[config.mk]
export PLATFORM = sky130hd
export DESIGN_NAME = fpu_exception_irq
export DESIGN_NICKNAME = d
export VERILOG_FILES = /design/src/rtl/fpu_exception_irq.sv
export SDC_FILE = /design/constraint.sdc
export NUM_CORES = 1
export LEC_CHECK = 0
export CAP_MARGIN = 30
export CORE_ASPECT_RATIO = 1.1
export CORE_MARGIN = 4
export CORE_UTILIZATION = 40
export CTS_BUF_LIST = sky130_fd_sc_hd__clkbuf_8 sky130_fd_sc_hd__clkbuf_16
export DETAILED_ROUTE_END_ITERATION = 10
export PLACE_DENSITY = 0.74
export SKIP_LAST_GASP = 1
export SLEW_MARGIN = 20
export SYNTH_ARGS = -nofsm -noshare
export SYNTH_HDL_FRONTEND = slang
export SYNTH_SLANG_ARGS = --single-unit
[constraint.sdc]
create_clock -name clk -period 4.79 [get_ports clk]
set_input_delay 0.958 -clock clk [delete_from_list [all_inputs] [get_ports clk]]
set_output_delay 0.958 -clock clk [all_outputs]
set_load 0.02 [all_outputs]
[src/rtl/fpu_exception_irq.sv]
// fpu_exception_irq
//   Consumer side of the FPU status word. Decides when an unmasked exception
//   must interrupt the CPU, runs the int_req/int_ack handshake, and resolves
//   FWAIT requests. It waits for Busy to clear, then reports either clean
//   completion or an exception fault.
//
// Ports
//   clk           system clock, rising edge
//   reset_n       asynchronous active-low reset
//   status_word   [15] Busy, [5:0] PE,UE,OE,ZE,DE,IE
//   control_word  [5:0] exception masks (1 = masked), [7] IEM
//   int_ack       CPU/PIC acknowledge pulse
//   wait_req      FWAIT issued pulse
//   int_req       interrupt request level to CPU
//   exc_cause     unmasked exception bits captured on entry to RAISE
//   wait_done     one-cycle pulse: FWAIT completed cleanly
//   wait_fault    one-cycle pulse: FWAIT hit a pending unmasked exception
//   ack_timeout   sticky: int_req left unacknowledged for ACK_TIMEOUT cycles
//
// Optional feature (macro FPU_EXC_IRQ_COUNT_EN)
//   irq_count     [15:0] number of entries into RAISE, wraps
//   irq_count_clr synchronous clear, wins over a same-cycle increment
//
// State table
//   state       | meaning
//   S_IDLE      | no request outstanding
//   S_WAIT_BUSY | FWAIT pending, waiting for Busy to drop
//   S_RAISE     | int_req asserted, waiting for int_ack
//   S_ACKED     | acknowledged, waiting for the handler to clear exceptions

module fpu_exception_irq #(
  parameter int ACK_TIMEOUT = 255,
  parameter int TIMEOUT_W   = 8
) (
  input  logic        clk,
  input  logic        reset_n,
  input  logic [15:0] status_word,
  input  logic [15:0] control_word,
  input  logic        int_ack,
  input  logic        wait_req,
  output logic        int_req,
  output logic [5:0]  exc_cause,
  output logic        wait_done,
  output logic        wait_fault,
  output logic        ack_timeout
`ifdef FPU_EXC_IRQ_COUNT_EN
  ,
  output logic [15:0] irq_count,
  input  logic        irq_count_clr
`endif
);

  typedef enum logic [1:0] {
    S_IDLE      = 2'd0,
    S_WAIT_BUSY = 2'd1,
    S_RAISE     = 2'd2,
    S_ACKED     = 2'd3
  } state_t;

  localparam logic [TIMEOUT_W-1:0] LP_TO = TIMEOUT_W'(ACK_TIMEOUT);

  state_t               r_state, w_state_nxt;
  logic                 r_int_req, w_int_req_nxt;
  logic [5:0]           r_exc_cause, w_exc_cause_nxt;
  logic                 r_wait_done, w_wait_done_nxt;
  logic                 r_wait_fault, w_wait_fault_nxt;
  logic                 r_ack_timeout, w_ack_timeout_nxt;
  logic [TIMEOUT_W-1:0] r_cnt, w_cnt_nxt, w_cnt_inc;
  logic                 w_raise_entry;

  logic [5:0] w_unmasked;
  logic       w_irq_cond;
  logic       w_busy;
  logic       w_unused;

  assign w_unmasked = status_word[5:0] & ~control_word[5:0];
  assign w_irq_cond = (|w_unmasked) & ~control_word[7];
  assign w_busy     = status_word[15];
  assign w_unused   = ^{status_word[14:6], control_word[15:8], control_word[6]};

  // Saturating increment so a very long unacknowledged request cannot wrap.
  assign w_cnt_inc = (r_cnt == '1) ? r_cnt : r_cnt + 1'b1;

  always_comb begin
    w_state_nxt       = r_state;
    w_int_req_nxt     = r_int_req;
    w_exc_cause_nxt   = r_exc_cause;
    w_wait_done_nxt   = 1'b0;
    w_wait_fault_nxt  = 1'b0;
    w_ack_timeout_nxt = r_ack_timeout;
    w_cnt_nxt         = r_cnt;
    w_raise_entry     = 1'b0;

    case (r_state)
      S_IDLE: begin
        if (w_irq_cond) begin
          w_state_nxt     = S_RAISE;
          w_int_req_nxt   = 1'b1;
          w_exc_cause_nxt = w_unmasked;
          w_cnt_nxt       = '0;
          w_raise_entry   = 1'b1;
        end else if (wait_req) begin
          if (w_busy) w_state_nxt = S_WAIT_BUSY;
          else        w_wait_done_nxt = 1'b1;
        end
      end

      S_WAIT_BUSY: begin
        if (!w_busy) begin
          if (w_irq_cond) begin
            w_wait_fault_nxt = 1'b1;
            w_state_nxt      = S_RAISE;
            w_int_req_nxt    = 1'b1;
            w_exc_cause_nxt  = w_unmasked;
            w_cnt_nxt        = '0;
            w_raise_entry    = 1'b1;
          end else begin
            w_wait_done_nxt = 1'b1;
            w_state_nxt     = S_IDLE;
          end
        end
      end

      S_RAISE: begin
        w_wait_fault_nxt = wait_req;
        // Acknowledge wins over a simultaneous fall of irq_cond.
        if (int_ack) begin
          w_state_nxt       = S_ACKED;
          w_int_req_nxt     = 1'b0;
          w_cnt_nxt         = '0;
          w_ack_timeout_nxt = 1'b0;
        end else if (!w_irq_cond) begin
          w_state_nxt   = S_IDLE;
          w_int_req_nxt = 1'b0;
          w_cnt_nxt     = '0;
        end else begin
          w_cnt_nxt = w_cnt_inc;
          if ((ACK_TIMEOUT != 0) && (w_cnt_inc >= LP_TO)) w_ack_timeout_nxt = 1'b1;
        end
      end

      S_ACKED: begin
        w_wait_fault_nxt = wait_req;
        // Hold off until the handler clears the cause, so it is not re-raised.
        if (!w_irq_cond) w_state_nxt = S_IDLE;
      end

      default: w_state_nxt = S_IDLE;
    endcase
  end

  always_ff @(posedge clk or negedge reset_n) begin
    if (!reset_n) begin
      r_state       <= S_IDLE;
      r_int_req     <= 1'b0;
      r_exc_cause   <= '0;
      r_wait_done   <= 1'b0;
      r_wait_fault  <= 1'b0;
      r_ack_timeout <= 1'b0;
      r_cnt         <= '0;
    end else begin
      r_state       <= w_state_nxt;
      r_int_req     <= w_int_req_nxt;
      r_exc_cause   <= w_exc_cause_nxt;
      r_wait_done   <= w_wait_done_nxt;
      r_wait_fault  <= w_wait_fault_nxt;
      r_ack_timeout <= w_ack_timeout_nxt;
      r_cnt         <= w_cnt_nxt;
    end
  end

  assign int_req     = r_int_req;
  assign exc_cause   = r_exc_cause;
  assign wait_done   = r_wait_done;
  assign wait_fault  = r_wait_fault;
  assign ack_timeout = r_ack_timeout;

`ifdef FPU_EXC_IRQ_COUNT_EN
  logic [15:0] r_irq_count;

  always_ff @(posedge clk or negedge reset_n) begin
    if (!reset_n)           r_irq_count <= '0;
    else if (irq_count_clr) r_irq_count <= '0;
    else if (w_raise_entry) r_irq_count <= r_irq_count + 16'd1;
  end

  assign irq_count = r_irq_count;
`else
  logic w_unused_entry;
  assign w_unused_entry = w_raise_entry;
`endif

endmodule
==> results of run 1 <==
[registers in the layout, indices dropped and copies added, names as in the netlist]
signal	cells
ack_timeout	1
exc_cause	6
int_req	1
r_cnt	8
r_state	2
wait_done	1
wait_fault	1
[final cells by class]
class,instances,area (um2)
multi-input cells,90,640.6
fillers,253,1269
well taps,33,41.29
clock buffers,4,55.05
inverters,3,11.26
repair buffers,28,285.3
flip-flops and latches,20,500.5
[power by group through the flow]
stage	Sequential [mW]	Combinational [mW]	Clock (mW)
6_report	0.235	0.219	0.128
3_3_place_gp	0.235	0.216	0
5_1_grt	0.241	0.235	0.138
4_1_cts	0.235	0.220	0.132
2_1_floorplan	0.260	0.107	0
3_5_place_dp	0.238	0.219	0
[routing by layer]
layer | vias to the layer above | track usage (%)
met5 | - | 0
met2 | 33 | 23.92
met1 | 459 | 16.48
met4 | 0 | 4.155
met3 | 5 | 2.789
li1 | 494 | -
[worst max-delay path, cell delays in order]
cell	delay, ps
clkdlybuf4s50_1	440
nor2b_1	280
nor4_4	110
a2111oi_4	740
a221oi_1	210
o22ai_1	170
[layout by cell type (no fill, tap or decap), types with 2 or more instances in the layout]
cell type,n
nor2_1,5
nand3_1,4
nor2b_1,5
clkbuf_8,4
o2111ai_1,3
dfrtp_1,20
nor2b_4,2
nor2_2,2
inv_1,2
and3_1,2
nand2_1,13
mux2_4,6
o22ai_1,2
o31ai_1,3
clkdlybuf4s50_1,27
nand4_1,3
a21oi_1,15
o21a_1,2
o21ai_1,3
[per-stage QoR]
stage	instances	setup WS, ps
finish	178	2051
floorplan	118	2443
CTS	177	2036
global placement	173	1829
global route	178	1896
detailed placement	173	1751
[worst max path at each step]
| stage | from | to | slack, ps | cells past startpoint |
|---|---|---|---|---|
| floorplan | status_word[0] | exc_cause[0] | 2440 | 6 |
| global placement | status_word[2] | exc_cause[1] | 1830 | 6 |
| detailed placement | status_word[2] | r_cnt[1] | 1750 | 6 |
| CTS | status_word[2] | exc_cause[0] | 2040 | 6 |
| global route | status_word[2] | r_cnt[0] | 1900 | 6 |
| finish | status_word[2] | r_cnt[1] | 2050 | 6 |
[cells by family (layout without fill, tap and decap cells)]
logic type,after synthesis,in the layout,synth area share (%)
fa+ha+maj,1,1,1.057
compound gates,40,40,23.79
simple gates,42,42,20.83
flops,20,20,42.28
mux,7,7,8.457
buf+inv,8,35,3.594
==> run_results.csv, run 1 <==
group,metric,value,unit
synthesis,ys_ff_latch,20,
synthesis,synth-edff-count,0,
drt,dr_wl_met3,184,um
synthesis,synth_ff_type,"dfrtp_1",
drt,post_drt_wl_per_cell,14.44,um
global_route,antenna_found_initial,0,
pwr,powerDensity,378.9,mW/mm2
cts,h-tree-depth,1,
cts,cts_buffer_depth,2,
synthesis,synth_fp_nets,155,
drt,vias_per_cell,5.567,
pwr,p_sw,0.1895,mW
pwr,ir_drop,0.1839,mV
timing,skew,0.7202,ps
timing,hold_viol,0,
synthesis,synthMostInstantiatedCell,"dfrtp_1",
critical_path,cp.required,4970,ps
status,status,"complete, no violations",
flow_run,maxCapViolCount,0,
critical_path,r2r_cells,6,
pwr,comb_power_share,37.7,%
placement,place_congestion,0.8916,
critical_path,crit_type,"in2reg",
die,initial_core_util,42.23,%
die,core_area,0.002803,mm2
drt,route.met2.wl,1.239,mm
cts,cts_tree,"done",
worst_hold_path,hp-class,"reg2reg",
synthesis,synth_area_leader_cell,"dfrtp_1",
cells_and_area,area_growth_syn_to_layout,29.60,%
critical_path,reg2reg_to,"ack_timeout",
worst_hold_path,worstHoldStart,"exc_cause[5]",
synthesis,async_flop_share,100.0,%
cts,clock_sinks,20,
pwr,power,0.5813,mW
cells_and_area,final_core_util,54.73,%
cts,numCtsBuffers,3,
synthesis,synth_top_area_share,42.28,%
critical_path,cp.arrival,2920,ps
cells_and_area,drive_gt1_share,15.17,%
placement,postPlaceCellArea,0.001464,mm2
drt,ant_nets,0,
pwr,p_seq_share,40.4,%
die,rows,20,
synthesis,synth_cell_types,40,
timing,rsz0062_at_grt,"false",
cts,ctsResizeCount,0,
cts,cts_root_buffer,"clkbuf_8",
synthesis,synthTopCellsByCount,"dfrtp_1 (20), a21oi_1 (15), nand2_1 (13)",
die,die-height,65.05,um
die,dieArea,0.003894,mm2
global_route,grt_pass1_wl,4.181,mm
worst_hold_path,hold_depth,1,
cts,cts_hold_buf,0,
cells_and_area,diodes,0,
synthesis,synth.area.top_cells,"dfrtp_1 (42%), mux2_4 (7.6%), a21oi_1 (6.3%)",
timing,clock.fmax,365.1,MHz
global_route,grt_overflow_total,0,
cells_and_area,final_area,0.001534,mm2
drt,drt_iter0_drc,19,
placement,io_buffers,27,
die,io_pins,46,
drt,highest_layer,"met4",
cts,clock_latency,250,ps
cells_and_area,nNetsFinal,183,
timing,layout_min_cycle_time,2739,ps
critical_path,r2r_setup_slack,2710,ps
timing,tightest_slew,732.7,ps
drt,dr.pass1.iters,4,
drt,m1WireLength,1.114,mm
pwr,internal_power,0.3918,mW
worst_hold_path,hold-path-endpoint,"exc_cause[5]",
synthesis,synth.avg_cell_area,10.03,um2
critical_path,r2r_start,"r_cnt[0]",
timing,hold-worst-slack,518.3,ps
pwr,switching_share,32.60,%
synthesis,netlist_area,0.001184,mm2
die,die_w,59.87,um
timing,finalSetupTns,0,ps
cts,path_clk_slew,70,ps
drt,drc,0,
timing,setup_viol,0,
synthesis,yosys_warnings,0,
pwr,p_leak,0.5972,nW
critical_path,start_kind,"input pin",
synthesis,syn_inst,118,
drt,wirelength,2.571,mm
cts,cts_setup_buffers,0,
global_route,track_usage,13.71,%
placement,dp_hpwl,1.912,mm
critical_path,crit_fanout,14,
global_route,grt_pass1_vias,977,
timing,final-max-slew-violation-count,0,
global_route,grt_max_degree,21,
drt,vias,991,
synthesis,ys_seq_area_share,42.28,%
critical_path,endpoint_kind,"register",
timing,maxSlewHeadroom,51.15,%
timing,fin_crit_sh,57.18,%
pwr,clkPwrFrac,22.0,%
Power figures use the tool's default switching activity.
==> run 2, diff against run 1 <==
CORE_UTILIZATION = 39   (was 40)
PLACE_DENSITY = 0.76   (was 0.74)
clock period = 2.43 ns   (was 4.79 ns; I/O delays follow)
==> run_results.csv, run 2 (synthesized netlist as in run 1, its figures left out) <==
group,metric,value,unit
status,status,"complete, no violations",
timing,clock.fmax,471.5,MHz
global_route,grt_max_degree,21,
critical_path,cp.arrival,2260,ps
cells_and_area,mostFrequentLayoutCell,"clkdlybuf4s50_1",
die,rows,20,
critical_path,cp_num_buf_inv,1,
die,die_w,60.53,um
pwr,comb_power_share,38.3,%
critical_path,critPathSlowestCell,"clkdlybuf4s50_1",
critical_path,crit_fanout,6,
cts,cts_setup_buffers,0,
global_route,grt_pass1_wl,4.140,mm
cts,cts_tree,"done",
cts,ctsResizeCount,0,
cts,cts_hold_buf,0,
critical_path,endpoint_kind,"register",
pwr,p_sw,0.3725,mW
critical_path,cp_top_family,"simple AND/OR/NAND/NOR gates",
drt,post_drt_wl_per_cell,13.70,um
drt,drc,0,
timing,tightest_slew,423.2,ps
pwr,switching_share,32.26,%
critical_path,cp.required,2570,ps
global_route,grt_overflow_total,0,
timing,finalSetupTns,0,ps
drt,vias_per_cell,5.591,
timing,maxSlewHeadroom,71.06,%
drt,wirelength,2.480,mm
die,io_pins,46,
placement,io_buffers,27,
die,die-height,65.78,um
cts,numCtsBuffers,3,
global_route,grt_pass1_vias,944,
placement,postPlaceCellArea,0.001494,mm2
cts,clock_sinks,20,
cells_and_area,final_area,0.001549,mm2
cts,clock_latency,260,ps
cells_and_area,nNetsFinal,186,
cells_and_area,final_cell_mix,"clkdlybuf4s50_1 (27), dfrtp_1 (20), a21oi_1 (15), nand2_1 (13), mux2_4 (6)",
cells_and_area,diodes,0,
drt,dr_wl_met3,239,um
drt,route.met2.wl,1.076,mm
cells_and_area,drive_gt1_share,16.89,%
cells_and_area,regMostFlops,"r_cnt",
die,core_area,0.002828,mm2
drt,ant_nets,0,
cts,cts_root_buffer,"clkbuf_8",
timing,setup_viol,0,
timing,rsz0062_at_grt,"false",
critical_path,cp_slowest_stage_delay,460,ps
cts,cts_buffer_depth,2,
pwr,clkPwrFrac,21.8,%
drt,highest_layer,"met4",
pwr,p_seq_share,39.8,%
placement,dp_hpwl,1.864,mm
global_route,antenna_found_initial,0,
timing,hold_viol,0,
global_route,track_usage,13.60,%
pwr,p_leak,0.6096,nW
timing,final-max-slew-violation-count,0,
worst_hold_path,hp-class,"reg2reg",
pwr,powerDensity,745.6,mW/mm2
placement,placedCellCount,177,
drt,drt_iter0_drc,28,
critical_path,crit_type,"in2reg",
timing,fin_crit_sh,87.27,%
timing,skew,1.871,ps
cells_and_area,stdcell_count,181,
cells_and_area,largest_register_ffs,8,
critical_path,path_cells,"clkdlybuf4s50_1 > nor2b_1 > nor4_4 > a21oi_2 > and3_1 > mux2_4",
timing,layout_min_cycle_time,2121,ps
die,dieArea,0.003981,mm2
cts,h-tree-depth,1,
pwr,internal_power,0.7824,mW
cells_and_area,area_growth_syn_to_layout,30.87,%
pwr,ir_drop,0.4332,mV
flow_run,maxCapViolCount,0,
placement,place_congestion,0.8799,
drt,vias,1012,
critical_path,start_kind,"input pin",
cts,path_clk_slew,70,ps
die,initial_core_util,41.86,%
drt,dr.pass1.iters,4,
drt,m1WireLength,1.118,mm
==> run 2: cell types whose count changed in the layout (fill, tap and decap cells not counted), sizes merged <==
cell  before  now
buf        1    4
==> run 2: path summary, 6_finish.rpt <==
path,startpoint,end,slack (ps),cells past startpoint
max,status_word[3],exc_cause[4],310,6
min,exc_cause[3],exc_cause[3],510,1
max reg2reg,r_cnt[0],ack_timeout,370,6
min reg2reg,exc_cause[3],exc_cause[3],510,1
max in group asynchronous,reset_n,r_cnt[6],1660,2
min in group asynchronous,reset_n,wait_fault,560,2
==> run 2: power groups by stage <==
stage	logic [mW]	registers [mW]	clock network, mW
CTS	0.447	0.461	0.262
global route	0.480	0.472	0.275
floorplan	0.212	0.513	0
detailed placement	0.444	0.468	0
finish	0.443	0.460	0.252
global placement	0.440	0.464	0
==> run 2: layout make-up <==
| cell class | instances | area (um2) |
|---|---|---|
| Clock buffer | 4 | 55.05 |
| Tap cell | 33 | 41.29 |
| Sequential cell | 20 | 500.5 |
| Multi-Input combinational cell | 90 | 640.6 |
| Timing Repair Buffer | 31 | 300.3 |
| Inverter | 3 | 11.26 |
| Fill cell | 256 | 1279 |
==> run 2: per-stage QoR <==
stage,power (mW),hold WS (ps),utilization (%),setup slack [ps]
after global placement,0.9032,498.2,52.83,78.64
final,1.155,513.1,54.78,309.3
after global routing,1.227,529.2,54.78,105.1
after floorplan,0.7250,190.4,-,555.4
after detailed placement,0.9116,493.0,52.83,45.71
after CTS,1.170,516.8,54.78,328.6
==> run 2: metal layers <==
layer	up-vias	GRT usage [%]
met3	5	2.734
li1	507	-
met2	44	21.62
met5	-	0
met4	0	5.691
met1	456	17.77
==> run 2: worst reg2reg max path, delay by kind of cell, from the launching register on <==
kind            cells  cell delay (ps)
fa+ha+maj           1              320
compound gates      3              830
simple gates        2              370
flops               1              470
==> run 3, diff against run 2 <==
CTS_BUF_LIST = not set   (was sky130_fd_sc_hd__clkbuf_8 sky130_fd_sc_hd__clkbuf_16)
==> run_results.csv, run 3 (synthesized netlist as in run 1, its figures left out) <==
group,metric,value,unit
timing,tightest_slew,423.2,ps
cells_and_area,final_area,0.001530,mm2
cts,cts_tree,"done",
timing,rsz0062_at_grt,"false",
cts,cts_setup_buffers,0,
global_route,grt_max_degree,21,
drt,vias_per_cell,5.608,
drt,drc,0,
die,rows,20,
global_route,track_usage,13.64,%
cts,h-tree-depth,1,
die,dieArea,0.003981,mm2
cts,path_clk_slew,110,ps
cells_and_area,largest_register_ffs,8,
cells_and_area,area_growth_syn_to_layout,29.28,%
die,initial_core_util,41.86,%
cells_and_area,regMostFlops,"r_cnt",
cells_and_area,final_core_util,54.12,%
global_route,antenna_found_initial,0,
timing,skew,0.7582,ps
placement,dp_hpwl,1.864,mm
critical_path,endpoint_kind,"register",
cts,ctsResizeCount,0,
cts,cts_buffer_depth,2,
cells_and_area,stdcell_count,181,
placement,place_congestion,0.8799,
drt,dr.pass1.iters,5,
critical_path,crit_fanout,7,
critical_path,start_kind,"register",
timing,finalSetupTns,0,ps
pwr,internal_power,0.7293,mW
die,io_pins,46,
worst_hold_path,hp-class,"in2async",
pwr,clkPwrFrac,17.8,%
cells_and_area,nNetsFinal,186,
cts,clock_latency,300,ps
pwr,powerDensity,716.7,mW/mm2
timing,maxSlewHeadroom,71.06,%
timing,fin_crit_sh,85.34,%
pwr,ir_drop,0.4088,mV
placement,io_buffers,27,
cells_and_area,drive_gt1_share,16.89,%
pwr,p_sw,0.3674,mW
pwr,p_seq_share,41.8,%
status,status,"complete, no violations",
drt,drt_iter0_drc,31,
timing,clock.fmax,482.2,MHz
pwr,comb_power_share,40.3,%
die,die-height,65.78,um
critical_path,cp.required,2670,ps
die,die_w,60.53,um
cells_and_area,fillers,259,
flow_run,maxCapViolCount,0,
cells_and_area,mostFrequentLayoutCell,"clkdlybuf4s50_1",
drt,ant_nets,0,
timing,layout_min_cycle_time,2074,ps
cts,cts_hold_buf,0,
die,core_area,0.002828,mm2
timing,final-max-slew-violation-count,0,
drt,vias,1015,
pwr,p_leak,0.6018,nW
critical_path,cp.arrival,2310,ps
placement,placedCellCount,177,
cells_and_area,ff_latch_area,500.5,um2
global_route,grt_overflow_total,0,
cts,clock_sinks,20,
drt,wirelength,2.483,mm
global_route,grt_pass1_vias,948,
drt,post_drt_wl_per_cell,13.72,um
critical_path,crit_type,"reg2reg",
cts,numCtsBuffers,3,
timing,hold_viol,0,
timing,hold-worst-slack,508.5,ps
cells_and_area,multi_input_area,640.6,um2
timing,setup_viol,0,
pwr,switching_share,33.50,%
placement,postPlaceCellArea,0.001494,mm2
cts,cts_root_buffer,"clkbuf_4",
cells_and_area,final_cell_mix,"clkdlybuf4s50_1 (27), dfrtp_1 (20), a21oi_1 (15), nand2_1 (13), mux2_4 (6)",
cells_and_area,diodes,0,
global_route,grt_pass1_wl,4.160,mm
## run 3: cell types whose count changed in the layout (fill, tap and decap cells not counted)
| cell | previous run | this run |
|---|---|---|
| clkbuf_4 | 0 | 3 |
| clkbuf_8 | 4 | 1 |
## run 3: worst max-delay path, cell delays in order (launching register included)
cell and delay [ps]:
dfrtp_1 480, ha_1 330, nand4_1 160, nor2_2 210
o2111ai_1 160, a2111oi_0 480, a2bb2oi_1 190
## run 3: cell type report
cell class / count / area share (%)
Clock buffer: 4 / 2.371
Inverter: 3 / 0.7359
Multi-Input combinational cell: 90 / 41.86
Sequential cell: 20 / 32.71
Tap cell: 33 / 2.698
Timing Repair Buffer: 31 / 19.62
## run 3: layer usage
layer,vias up,track usage [%],part of all wire (%),routed length (um)
met5,-,0,0,0
met1,459,17.89,45,1127
met3,5,2.734,9.2,229
met4,0,5.691,1.8,45
met2,40,21.62,43,1080
li1,511,-,-,-
## run 3: power by group through the flow
| stage | Clock [mW] | Combinational (mW) | Sequential (mW) |
|---|---|---|---|
| after detailed placement | 0 | 0.444 | 0.468 |
| after CTS | 0.204 | 0.447 | 0.460 |
| after global placement | 0 | 0.440 | 0.464 |
| after floorplan | 0 | 0.212 | 0.513 |
| after global routing | 0.220 | 0.480 | 0.471 |
| final | 0.195 | 0.442 | 0.459 |
## run 3: worst paths after layout
path	start	end	slack [ps]	depth (start not counted)
setup reg to reg	r_cnt[0]	ack_timeout	360	6
max in group asynchronous	reset_n	r_cnt[6]	1720	2
hold / removal	reset_n	wait_fault	510	2
setup / recovery	r_cnt[0]	ack_timeout	360	6
hold reg to reg	exc_cause[3]	exc_cause[3]	520	1
min in group clk	exc_cause[3]	exc_cause[3]	520	1
## run 3: metrics by stage
step                setup slack (ps)  power, mW
finish                         356.3      1.097
global route                   91.82      1.172
CTS                            355.5      1.112
detailed placement             45.71     0.9116
global placement               78.64     0.9032
floorplan                      555.4     0.7250
